[src/rtl/dot_acc_pkg.sv]
// Shared constants and types for the dot-product accumulator stage.
// Latency: none (package only).
// Backpressure: none (package only).
//
// Contents:
//   P_W_DEF / ACC_W_DEF / CNT_W_DEF : default product, accumulator and term-counter widths
//   state_e                         : control state, ACCUM (taking beats) or HOLD (result pending)
//   zext_p                          : zero-extends a product to accumulator-plus-carry width
package dot_acc_pkg;

    localparam int P_W_DEF   = 6;
    localparam int ACC_W_DEF = 10;
    localparam int CNT_W_DEF = 4;

    typedef enum logic [0:0] {
        ACCUM = 1'b0,
        HOLD  = 1'b1
    } state_e;

    // Zero-extends a P_W_DEF-wide product into an ACC_W_DEF+1 wide word.
    // The extra top bit holds the carry of the accumulator add.
    function automatic logic [ACC_W_DEF:0] zext_p(input logic [P_W_DEF-1:0] p);
        return {{(ACC_W_DEF + 1 - P_W_DEF){1'b0}}, p};
    endfunction

endpackage

[src/rtl/dot_acc_33_acc_add.sv]
// Combinational accumulator adder: acc + zero-extended product, returns sum and carry flag.
// Latency: 0 cycles (pure combinational).
// Backpressure: none; the caller decides when the result is registered.
//
// Ports:
//   acc_i  [ACC_W-1:0] current accumulator value
//   p_i    [P_W-1:0]   unsigned product to add
//   sum_o  [ACC_W-1:0] new accumulator value (wrapped, or clamped when saturating)
//   flag_o             carry-out of the add; with saturation this means "clamped"
// Build option: DOT_ACC_SAT_EN selects saturating instead of modular addition.
module acc_add #(
    parameter int P_W   = 6,
    parameter int ACC_W = 10
) (
    input  logic [ACC_W-1:0] acc_i,
    input  logic [P_W-1:0]   p_i,
    output logic [ACC_W-1:0] sum_o,
    output logic             flag_o
);

    localparam int EXT_W = ACC_W + 1 - P_W;

    logic [ACC_W:0] wide_sum;

    always_comb begin
        wide_sum = {1'b0, acc_i} + {{EXT_W{1'b0}}, p_i};
        flag_o   = wide_sum[ACC_W];
`ifdef DOT_ACC_SAT_EN
        // Clamp to all-ones on carry. An accumulator already at max carries
        // again on any non-zero product, so it stays pinned for the packet.
        sum_o = wide_sum[ACC_W] ? {ACC_W{1'b1}} : wide_sum[ACC_W-1:0];
`else
        sum_o = wide_sum[ACC_W-1:0];
`endif
    end

endmodule

[src/rtl/dot_acc_33.sv]
// Dot-product accumulator: sums product beats per packet and emits sum, term count, overflow flag.
// Latency: result valid the cycle after the last beat is accepted; 2-cycle packet-to-packet minimum.
// Backpressure: in_ready drops for the whole HOLD state; the result is held until out_ready.
//
// Ports:
//   clk, rst_n                    clock (rising edge), asynchronous active-low reset
//   in_valid/in_ready/in_p/in_last product beat handshake, in_last marks end of packet
//   out_valid/out_ready           result handshake
//   out_sum/out_cnt/out_ovf       packet sum, number of beats (mod 2^CNT_W), sticky carry
// Build option: DOT_ACC_SAT_EN (saturating accumulator, handled inside acc_add).
module dot_acc_33
    import dot_acc_pkg::*;
#(
    parameter int P_W   = P_W_DEF,
    parameter int ACC_W = ACC_W_DEF,
    parameter int CNT_W = CNT_W_DEF
) (
    input  logic             clk,
    input  logic             rst_n,
    input  logic             in_valid,
    output logic             in_ready,
    input  logic [P_W-1:0]   in_p,
    input  logic             in_last,
    output logic             out_valid,
    input  logic             out_ready,
    output logic [ACC_W-1:0] out_sum,
    output logic [CNT_W-1:0] out_cnt,
    output logic             out_ovf
);

    state_e             state_q,     state_d;
    logic [ACC_W-1:0]   acc_q,       acc_d;
    logic [CNT_W-1:0]   cnt_q,       cnt_d;
    logic               ovf_q,       ovf_d;
    logic               out_valid_q, out_valid_d;
    logic [ACC_W-1:0]   out_sum_q,   out_sum_d;
    logic [CNT_W-1:0]   out_cnt_q,   out_cnt_d;
    logic               out_ovf_q,   out_ovf_d;

    logic [ACC_W-1:0]   add_sum;
    logic               add_flag;
    logic [CNT_W-1:0]   cnt_inc;
    logic               beat_acc;

    acc_add #(
        .P_W   (P_W),
        .ACC_W (ACC_W)
    ) u_acc_add (
        .acc_i  (acc_q),
        .p_i    (in_p),
        .sum_o  (add_sum),
        .flag_o (add_flag)
    );

    // Ready is a pure decode of the state register, so out_ready never
    // reaches in_ready combinationally.
    assign in_ready  = (state_q == ACCUM);
    assign beat_acc  = in_valid && in_ready;
    assign cnt_inc   = cnt_q + {{(CNT_W-1){1'b0}}, 1'b1};

    assign out_valid = out_valid_q;
    assign out_sum   = out_sum_q;
    assign out_cnt   = out_cnt_q;
    assign out_ovf   = out_ovf_q;

    always_comb begin
        state_d     = state_q;
        acc_d       = acc_q;
        cnt_d       = cnt_q;
        ovf_d       = ovf_q;
        out_valid_d = out_valid_q;
        out_sum_d   = out_sum_q;
        out_cnt_d   = out_cnt_q;
        out_ovf_d   = out_ovf_q;

        unique case (state_q)
            ACCUM: begin
                // in_p only matters when a beat is actually taken, so an
                // undriven product on idle cycles cannot leak into state.
                if (beat_acc) begin
                    if (in_last) begin
                        out_sum_d   = add_sum;
                        out_cnt_d   = cnt_inc;
                        out_ovf_d   = ovf_q | add_flag;
                        out_valid_d = 1'b1;
                        state_d     = HOLD;
                        acc_d       = '0;
                        cnt_d       = '0;
                        ovf_d       = 1'b0;
                    end else begin
                        acc_d = add_sum;
                        cnt_d = cnt_inc;
                        ovf_d = ovf_q | add_flag;
                    end
                end
            end
            HOLD: begin
                // Result registers are left untouched so they stay stable
                // for the consumer until the handshake completes.
                if (out_valid_q && out_ready) begin
                    out_valid_d = 1'b0;
                    state_d     = ACCUM;
                end
            end
            default: begin
                state_d = ACCUM;
            end
        endcase
    end

    always_ff @(posedge clk or negedge rst_n) begin
        if (!rst_n) begin
            state_q     <= ACCUM;
            acc_q       <= '0;
            cnt_q       <= '0;
            ovf_q       <= 1'b0;
            out_valid_q <= 1'b0;
            out_sum_q   <= '0;
            out_cnt_q   <= '0;
            out_ovf_q   <= 1'b0;
        end else begin
            state_q     <= state_d;
            acc_q       <= acc_d;
            cnt_q       <= cnt_d;
            ovf_q       <= ovf_d;
            out_valid_q <= out_valid_d;
            out_sum_q   <= out_sum_d;
            out_cnt_q   <= out_cnt_d;
            out_ovf_q   <= out_ovf_d;
        end
    end

endmodule

[config.mk]
export PLATFORM = sky130hd
export DESIGN_NAME = dot_acc_33
export DESIGN_NICKNAME = d
export VERILOG_FILES = /design/src/rtl/dot_acc_pkg.sv /design/src/rtl/dot_acc_33_acc_add.sv /design/src/rtl/dot_acc_33.sv
export SDC_FILE = /design/constraint.sdc
export NUM_CORES = 1
export LEC_CHECK = 0
export CORE_ASPECT_RATIO = 1.4
export CORE_UTILIZATION = 55
export CTS_BUF_LIST = sky130_fd_sc_hd__clkbuf_8
export DETAILED_ROUTE_END_ITERATION = 8
export GPL_TIMING_DRIVEN = 0
export HOLD_SLACK_MARGIN = 0.02
export PLACE_DENSITY = 0.8
export SLEW_MARGIN = 10
export SYNTH_ARGS = -nofsm -noshare
export SYNTH_HDL_FRONTEND = slang
export SYNTH_SLANG_ARGS = --single-unit
[constraint.sdc]
create_clock -name clk -period 2.25 [get_ports clk]
set_input_delay 0.3375 -clock clk [delete_from_list [all_inputs] [get_ports clk]]
set_output_delay 0.3375 -clock clk [all_outputs]
set_load 0.01 [all_outputs]
# Word-level counts from Yosys, hierarchy flattened
# Index checks and enable logic that the tools add are counted.
# W data, S select, Z words.
op_classes:
  add_sub_neg: 2
  n_eq_ne: 3
  muxes: 11
  n_bitwise: 2
  n_reduce_logical: 5
ops:
  columns: ["operator", "count"]
  rows:
  - ["$add A10 B6 Y11", 1]
  - ["$mux W10", 1]
  - ["$mux W1", 7]
  - ["$ne A2 B1 Y1 const B", 3]
  - ["$reduce_and A3 Y1", 2]
  - ["$add A4 B1 Y4 const B", 1]
  - ["$mux W4", 1]
  - ["$pmux W1 S2", 2]
  - ["$logic_and A1 B1 Y1", 2]
  - ["$reduce_and A2 Y1", 1]
  - ["$not A1 Y1", 1]
  - ["$or A1 B1 Y1", 1]
totals:
  regBits: 32
  inputBits: 11
  output_inout_bits: 17
  wordCells: 31

# Logic depth before layout (Yosys ltp)
depth:
  depth_word: 4
  mapped_depth: 6
  depth_no_buf: 6

# By module
# Synthesis repeated with hierarchy kept, for this count alone.
hier_totals:
  cells_unflattened: 171
  hier_area_um2: 1737.9
modules_own_cells:
  columns: ["mod", "n_inst", "cells_per_inst", "area_each_um2"]
  rows:
  - ["dot_acc_33", 1, 117, 1360.1]
  - ["acc_add", 1, 54, 377.9]

# Least setup slack after synthesis
# No wires, ideal clock.
synth_path:
  path_kind: "register to register"
  startpoint: "register acc_q[0]"
  endpoint: "register acc_q[8]"
  arrival_time_ns: 1.916
  required_time_ns: 2.158
  setup_slack_ns: 0.242
  stages_incl_launch_ff: 7
  path_buffers: 0
  synth_period_minus_slack_ns: 2.008
  cell_sequence: "dfrtp_1 > ha_1 > fa_1 > a211o_1 > a211o_1 > nor2b_4 > o31ai_2"
synth_between:
  elab_chain_len: 2
synth_lines:
  columns: ["item", "line_no", "source"]
  rows:
  - ["from (decl)", "dot_acc_33.sv:32", "logic [ACC_W-1:0] acc_q, acc_d;"]
  - ["from (signal assigned)", "dot_acc_33.sv:114", "acc_q <= '0;"]
  - ["from (signal assigned)", "dot_acc_33.sv:123", "acc_q <= acc_d;"]
  - ["$add A10 B6 Y11", "dot_acc_33_acc_add.sv:26", "wide_sum = {1'b0, acc_i} + {{EXT_W{1'b0}}, p_i};"]
  - ["$mux W10", "dot_acc_33.sv:81", "if (in_last) begin"]
# No other way between the ends.
# A chain may end at the register's enable or synchronous reset.

# Final worst setup path
layout_path:
  startpoint: "input in_p[0]"
  endpoint: "register ovf_q"
layout_between:
  elab_chain_len: 3
layout_lines:
  columns: ["item", "line_no", "source"]
  rows:
  - ["from (decl)", "dot_acc_33.sv:22", "input logic [P_W-1:0] in_p,"]
  - ["$add A10 B6 Y11", "dot_acc_33_acc_add.sv:26", null]
  - ["$or A1 B1 Y1", "dot_acc_33.sv:93", "ovf_d = ovf_q | add_flag;"]
  - ["$mux W1", "dot_acc_33.sv:81", null]
  - ["to (signal assigned)", "dot_acc_33.sv:125", "ovf_q <= ovf_d;"]
  - ["to (decl)", "dot_acc_33.sv:34", "logic ovf_q, ovf_d;"]
# No other way between the ends.

==> flow_metrics.tcl <==
set metrics [dict create \
    fin_cells 244 \
    status "finished, final reports clean" \
    fin_hold_ws_ps 73.5 \
    leakage_nw 0.977 \
    ir_drop_mv 0.969 \
    antenna_found_initial 0 \
    setup_viol 0 \
    place_ws_ps -299 \
    syn_nets 191 \
    ys_seq_area_share_pct 47.2 \
    grt_pass1_wl_microns 6140 \
    yosysUniqueCellTypes 41 \
    powerDensity_nw_per_um2 1420 \
    crit_slowest_cell "clkdlybuf4s50_1" \
    drt_wl_total_microns 3730 \
    synth_top_area_share_pct 47.2 \
    path_cells "clkdlybuf4s50_1, ha_2, fa_2, a211o_1, a211o_1, a41oi_1, nor2_1" \
    io_pins 28 \
    maxSlewViolCount 0 \
    dp.cells 236 \
    portBuffers 27 \
    hold_viol_final 0 \
    final_common_cell "dfrtp_1" \
    slowest_delay_ps 400 \
    ys_warn_count 0 \
    hp-class "input port to asynchronous set/reset pin" \
    cts_tree "yes" \
    power_mw 3.01 \
    initial_core_util_pct 58.4 \
    grt_pass1_vias 1386 \
    area_delta_synth_final_pct 25.2 \
    cp-start-kind "input port" \
    clkLatencyLatePin_ps 300 \
    dieWidth_microns 48.9 \
    ys_seq_elements 32 \
    cts_root_buffer "clkbuf_8" \
    syn_area_sq_um 1700 \
    cp_max_fo 5 \
    cts_buffers 5 \
    wl_per_cell_microns 15.3 \
    drt-initial-drc-count 26 \
    grtUsageTotal_pct 25.7 \
    rr_worst_depth 6 \
    worst_pin_slew_ps 687 \
    period_share_pct 95.4 \
    htree_levels 2 \
    rsz0062_at_grt "no" \
    clk_pin_slew_worst_paths_ps 70 \
    gr-total-overflow 0 \
    hpwlAfterDp_microns 2660 \
    cts.sinks 32 \
    grt_max_degree 33 \
    layout_setup_ws_ps 103 \
    final_nets 225 \
    min_period_ps 2150 \
    cp.required_ps 2420 \
    cts_hold_buf 0 \
    critPathCaptureType "flip-flop" \
    dieArea_sq_um 3310 \
    max_slew_margin_pct 54.2 \
    drc 0 \
    synth.avg_cell_area_sq_um 9.86 \
    worstPathArrival_ps 2320 \
    vias 1427 \
    drv_cap 0 \
    dr.pass1.iters 4 \
    max_freq_mhz 466 \
    cp_common_cell "a211o_1" \
    fp.dieH_microns 67.7 \
    synthTopCellsByArea "dfrtp_1, nand2_1, ha_1" \
    clockBufferDepth 2 \
    diodes 0 \
    critPathKind "input port to flip-flop" \
    place.gp.congestion 0.784 \
    post-synth-top-area-cell "dfrtp_1" \
    rows 23 \
    core_sq_um 2910 \
    vias_per_cell 5.85 \
    final_cell_mix "dfrtp_1, nand2_1, clkdlybuf4s50_1, o21ai_0, a21oi_1" \
    syn_inst 172 \
    final.setup_skew_ps 11.3 \
    detail-route-antenna-nets 0 \
    drive_gt1_share_pct 11.6 \
]
## cells by family after synthesis
| kind of cell | Yosys count | share of synthesized area [%] |
|---|---|---|
| compound gates | 48 | 20.3 |
| simple gates | 62 | 17.4 |
| fa+ha+maj | 8 | 6.34 |
| xor+xnor | 5 | 2.58 |
| buf+inv | 12 | 3.02 |
| flops | 32 | 47.2 |
| mux | 5 | 3.17 |
## sequential cells by signal (all words and copies together), names as in the netlist
signal     count
state_q        1
ovf_q          1
out_ovf        1
acc_q         10
cnt_q          4
out_cnt        4
out_sum       10
out_valid      1
## final timing paths
check                                  startpoint                      to  slack [ps]
min in group clk           out_sum[0]$_DFFE_PN0P_  out_sum[0]$_DFFE_PN0P_         480
max                                       in_p[0]       ovf_q$_DFFE_PN0P_         100
max reg2reg                  acc_q[0]$_DFFE_PN0P_       ovf_q$_DFFE_PN0P_         180
max in group asynchronous                   rst_n    acc_q[6]$_DFFE_PN0P_        1720
min reg2reg                out_sum[0]$_DFFE_PN0P_  out_sum[0]$_DFFE_PN0P_         480
min                                         rst_n  out_sum[4]$_DFFE_PN0P_          70
## metrics by stage
stage	TNS [ps]	util [%]	instance area [sq um]
floorplan	0	-	1700
global placement	-1440	69.3	2010
detailed placement	-1820	69.1	2010
CTS	0	72.9	2120
global route	0	73.1	2120
finish	0	73.1	2120
## per-layer routing
| layer | vias up | wire length [microns] | global-route usage, % |
|---|---|---|---|
| met5 | - | 0 | 0 |
| met4 | 0 | 118 | 16.9 |
| met3 | 12 | 154 | 7.66 |
| met2 | 37 | 1930 | 43.6 |
| met1 | 695 | 1530 | 28.0 |
| li1 | 683 | - | - |
## cell usage after synthesis (all sizes together)
library cell,count
dfrtp,32
nand2,31
o21ai,12
a21oi,9
nor2,8
ha,7
inv,6
nand2b,6
a211o,5
nor3,5
a22o,4
a211oi,3
a21o,3
buf,3
clkbuf,3
mux2,3
nand3,3
o211ai,3
o311ai,3
xor2,3
and3,2
mux2i,2
xnor2,2
a22oi,1
a32oi,1
a41oi,1
and2,1
and4,1
fa,1
nand3b,1
nand4,1
nor2b,1
nor3b,1
o21a,1
o31a,1
o31ai,1
or3b,1
## power by group
group | switching [mW] | total (mW) | internal (mW)
combinational | 0.708 | 1.41 | 0.704
clock | 0.223 | 0.550 | 0.327
sequential | 0.202 | 1.05 | 0.848
## critical path: cells and delay by family
kind | cells | cell delay (ps)
AOI/OAI and AO/OA | 3 | 910
adders and majority gates | 2 | 600
and+or+nand+nor | 1 | 70
buffers and inverters | 1 | 400
## repair_timing
action                     CTS  global route
setup buffers                0             0
setup endpoints to repair    0             3
gates resized for setup      0             2
## area by class of cell
type / instances / area [sq um]
multi-input combinational: 128 / 850
sequential: 32 / 801
fill: 211 / 782
timing repair buffer: 27 / 265
clock buffer: 5 / 68.8
tap: 37 / 46.3
clock inverter: 3 / 42.5
buffer: 6 / 28.8
inverter: 6 / 22.5
(Power assumes the default switching activity.)
==> patch (same settings) <==
Register the output `out_ovf` once more, with the module's reset; this adds one clock of latency there. The other outputs are not delayed to match.
--- a/src/rtl/dot_acc_33.sv
+++ b/src/rtl/dot_acc_33.sv
@@ -61,7 +61,13 @@
     assign out_valid = out_valid_q;
     assign out_sum   = out_sum_q;
     assign out_cnt   = out_cnt_q;
-    assign out_ovf   = out_ovf_q;
+    always_ff @(posedge clk or negedge rst_n) begin
+        if (!rst_n) begin
+            out_ovf <= '0;
+        end else begin
+            out_ovf <= out_ovf_q;
+        end
+    end
 
     always_comb begin
         state_d     = state_q;
Function: no difference found for any inputs over 4 cycles, from zero or initial values and one cycle with rst_n low; that may be too few to reach the edited logic, so the function may still have changed.
==> patch against the unedited design <==
- sequential cell count is 1 higher
- total power is 0.43% higher
- area after synthesis is 1.5% higher
- clock skew is 7.3 ps lower
- highest routed layer unchanged
- worst setup slack worse by 67 ps
- utilization is 0.73 points higher
- cell area is 1.0% higher
- largest power group unchanged
- routed wire length is 4.8% higher
==> patch: results (changes against the unedited design) <==
[cells_and_area]
fin_nets = 226  ; was 225
antenna_cells = 0  ; unchanged
fin_util = 0.738  ; was 0.731
drive_above_1_share = 0.115  ; was 0.116

[global_routing]
grt_pass1_wl_um = 6470  ; was 6140 um
grt.total_usage = 0.267  ; was 0.257
grt_start_max_net_pins = 34  ; was 33
antenna_found_initial = 0  ; unchanged
grt_pass1_vias = 1464  ; was 1386

[placed_design]
portBuffers = 27  ; unchanged
placedInstanceArea_sq_um = 2030  ; was 2010 sq um
dp_hpwl_um = 2790  ; was 2660 um
place_ws_ps = -310  ; was -299 ps
gp_routability_congestion = 0.815  ; was 0.784

[cts]
cts_repair_resize_count = 1  ; was 0
htreeDepth = 2  ; unchanged
cts-root-buf = clkbuf_8  ; unchanged
postCtsSetupBuffers = 0  ; unchanged
path_clk_slew_ps = 70  ; about the same
cts_made_buffers = 5  ; unchanged
clk_latency_ps = 290
clockBufferDepth = 2  ; unchanged

[yosys]
synth_ff_type = dfrtp_1  ; unchanged
yosysWarnings = 0  ; unchanged
ys_top_cells_by_count = 33 x dfrtp_1, 31 x nand2_1, 12 x o21ai_0  ; was 32 x dfrtp_1, 31 x nand2_1, 12 x o21ai_0
async_flop_share = 1.00  ; unchanged
synth_area_leaders = dfrtp_1 48%, nand2_1 6.8%, ha_1 5.1%  ; was dfrtp_1 47%, nand2_1 6.9%, ha_1 5.2%
synthesis.nets = 192  ; was 191
ys_seq_area_frac = 0.480  ; was 0.472
yosys.cell_types.count = 41  ; unchanged

[setup_path]
r2r_cells = 6  ; unchanged
cpPeakStageDelay_ps = 420  ; was 400 ps
r2r_end = acc_q[8]$_DFFE_PN0P_  ; was ovf_q$_DFFE_PN0P_
cp.arrival_ps = 2420  ; was 2320 ps
r2r_start = acc_q[0]$_DFFE_PN0P_  ; unchanged
crit_slowest_cell = clkdlybuf4s50_1  ; unchanged
cp_max_fo = 5  ; unchanged
regToRegSetupSlack_ps = 150  ; was 180 ps
cp_top_family = compound AO/OA/AOI/OAI gates  ; unchanged

[routing]
drt_iter0_drc = 41  ; was 26
via_count = 1406  ; was 1427
firstDrtPassIters = 4  ; unchanged
wirelength_um = 3910  ; was 3730 um

[sta]
slew_headroom = 0.524  ; was 0.542
holdWs_ps = 92.2  ; was 73.5 ps
slew_violations = 0  ; unchanged
fin_skew_ps = 4.00  ; was 11.3 ps

[power]
irDropWorstVdd_mv = 0.800  ; was 0.969 mV
p_leak_nw = 0.991  ; was 0.977 nW

[job]
drv_cap = 0  ; unchanged

[outcome]
status = completed  ; unchanged

[worst_hold_path]
hold_class = in -> async  ; unchanged

-- patch: cell count changes after synthesis, sizes merged --
cell	change
dfrtp	+1
-- patch: layout make-up --
class	count	area, sq um
Timing Repair Buffer	27	265
Tap cell	37	46.3
Buffer	6	28.8
Sequential cell	33	826
Inverter	6	22.5
Clock buffer	7	96.3
Clock inverter	1	5.00
Fill cell	222	761
Multi-Input combinational cell	128	856
-- patch: where the power goes --
| group | total [mW] | internal (mW) | switching [mW] |
|---|---|---|---|
| registers | 1.08 | 0.875 | 0.201 |
| clock network | 0.498 | 0.276 | 0.221 |
| logic | 1.45 | 0.716 | 0.735 |
-- patch: worst max-delay path by stage --
stage | slack [ps] | start | endpoint
finish | 40 | in_p[0] | acc_q[8]$_DFFE_PN0P_
global route | 10 | in_p[0] | ovf_q$_DFFE_PN0P_
CTS | 20 | in_p[0] | acc_q[8]$_DFFE_PN0P_
detailed placement | -310 | in_p[0] | acc_q[8]$_DFFE_PN0P_
global placement | -270 | in_p[0] | ovf_q$_DFFE_PN0P_
floorplan | 240 | acc_q[0]$_DFFE_PN0P_ | acc_q[8]$_DFFE_PN0P_
-- patch: layer usage --
metal,share of wire,GRT usage,vias to the layer above
li1,-,-,690
met1,0.40,0.267,670
met3,0.046,0.0733,9
met5,0,0,-
met4,0.024,0.169,0
met2,0.53,0.490,37
-- patch: logic make-up (layout without fill, tap and decap cells) --
group           after synthesis  count (layout)  share of synthesized area
flops                        33              33                      0.480
mux                           5               5                     0.0312
compound gates               48              48                      0.200
fa+ha+maj                     8               8                     0.0625
xor+xnor                      5               5                     0.0254
simple gates                 62              62                      0.172
buf+inv                      12              47                     0.0298
-- patch: through the flow --
stage                     cells  TNS (ps)
after global placement      237     -1560
after CTS                   245         0
after global routing        245         0
final                       245         0
after detailed placement    237     -1820
after floorplan             173         0
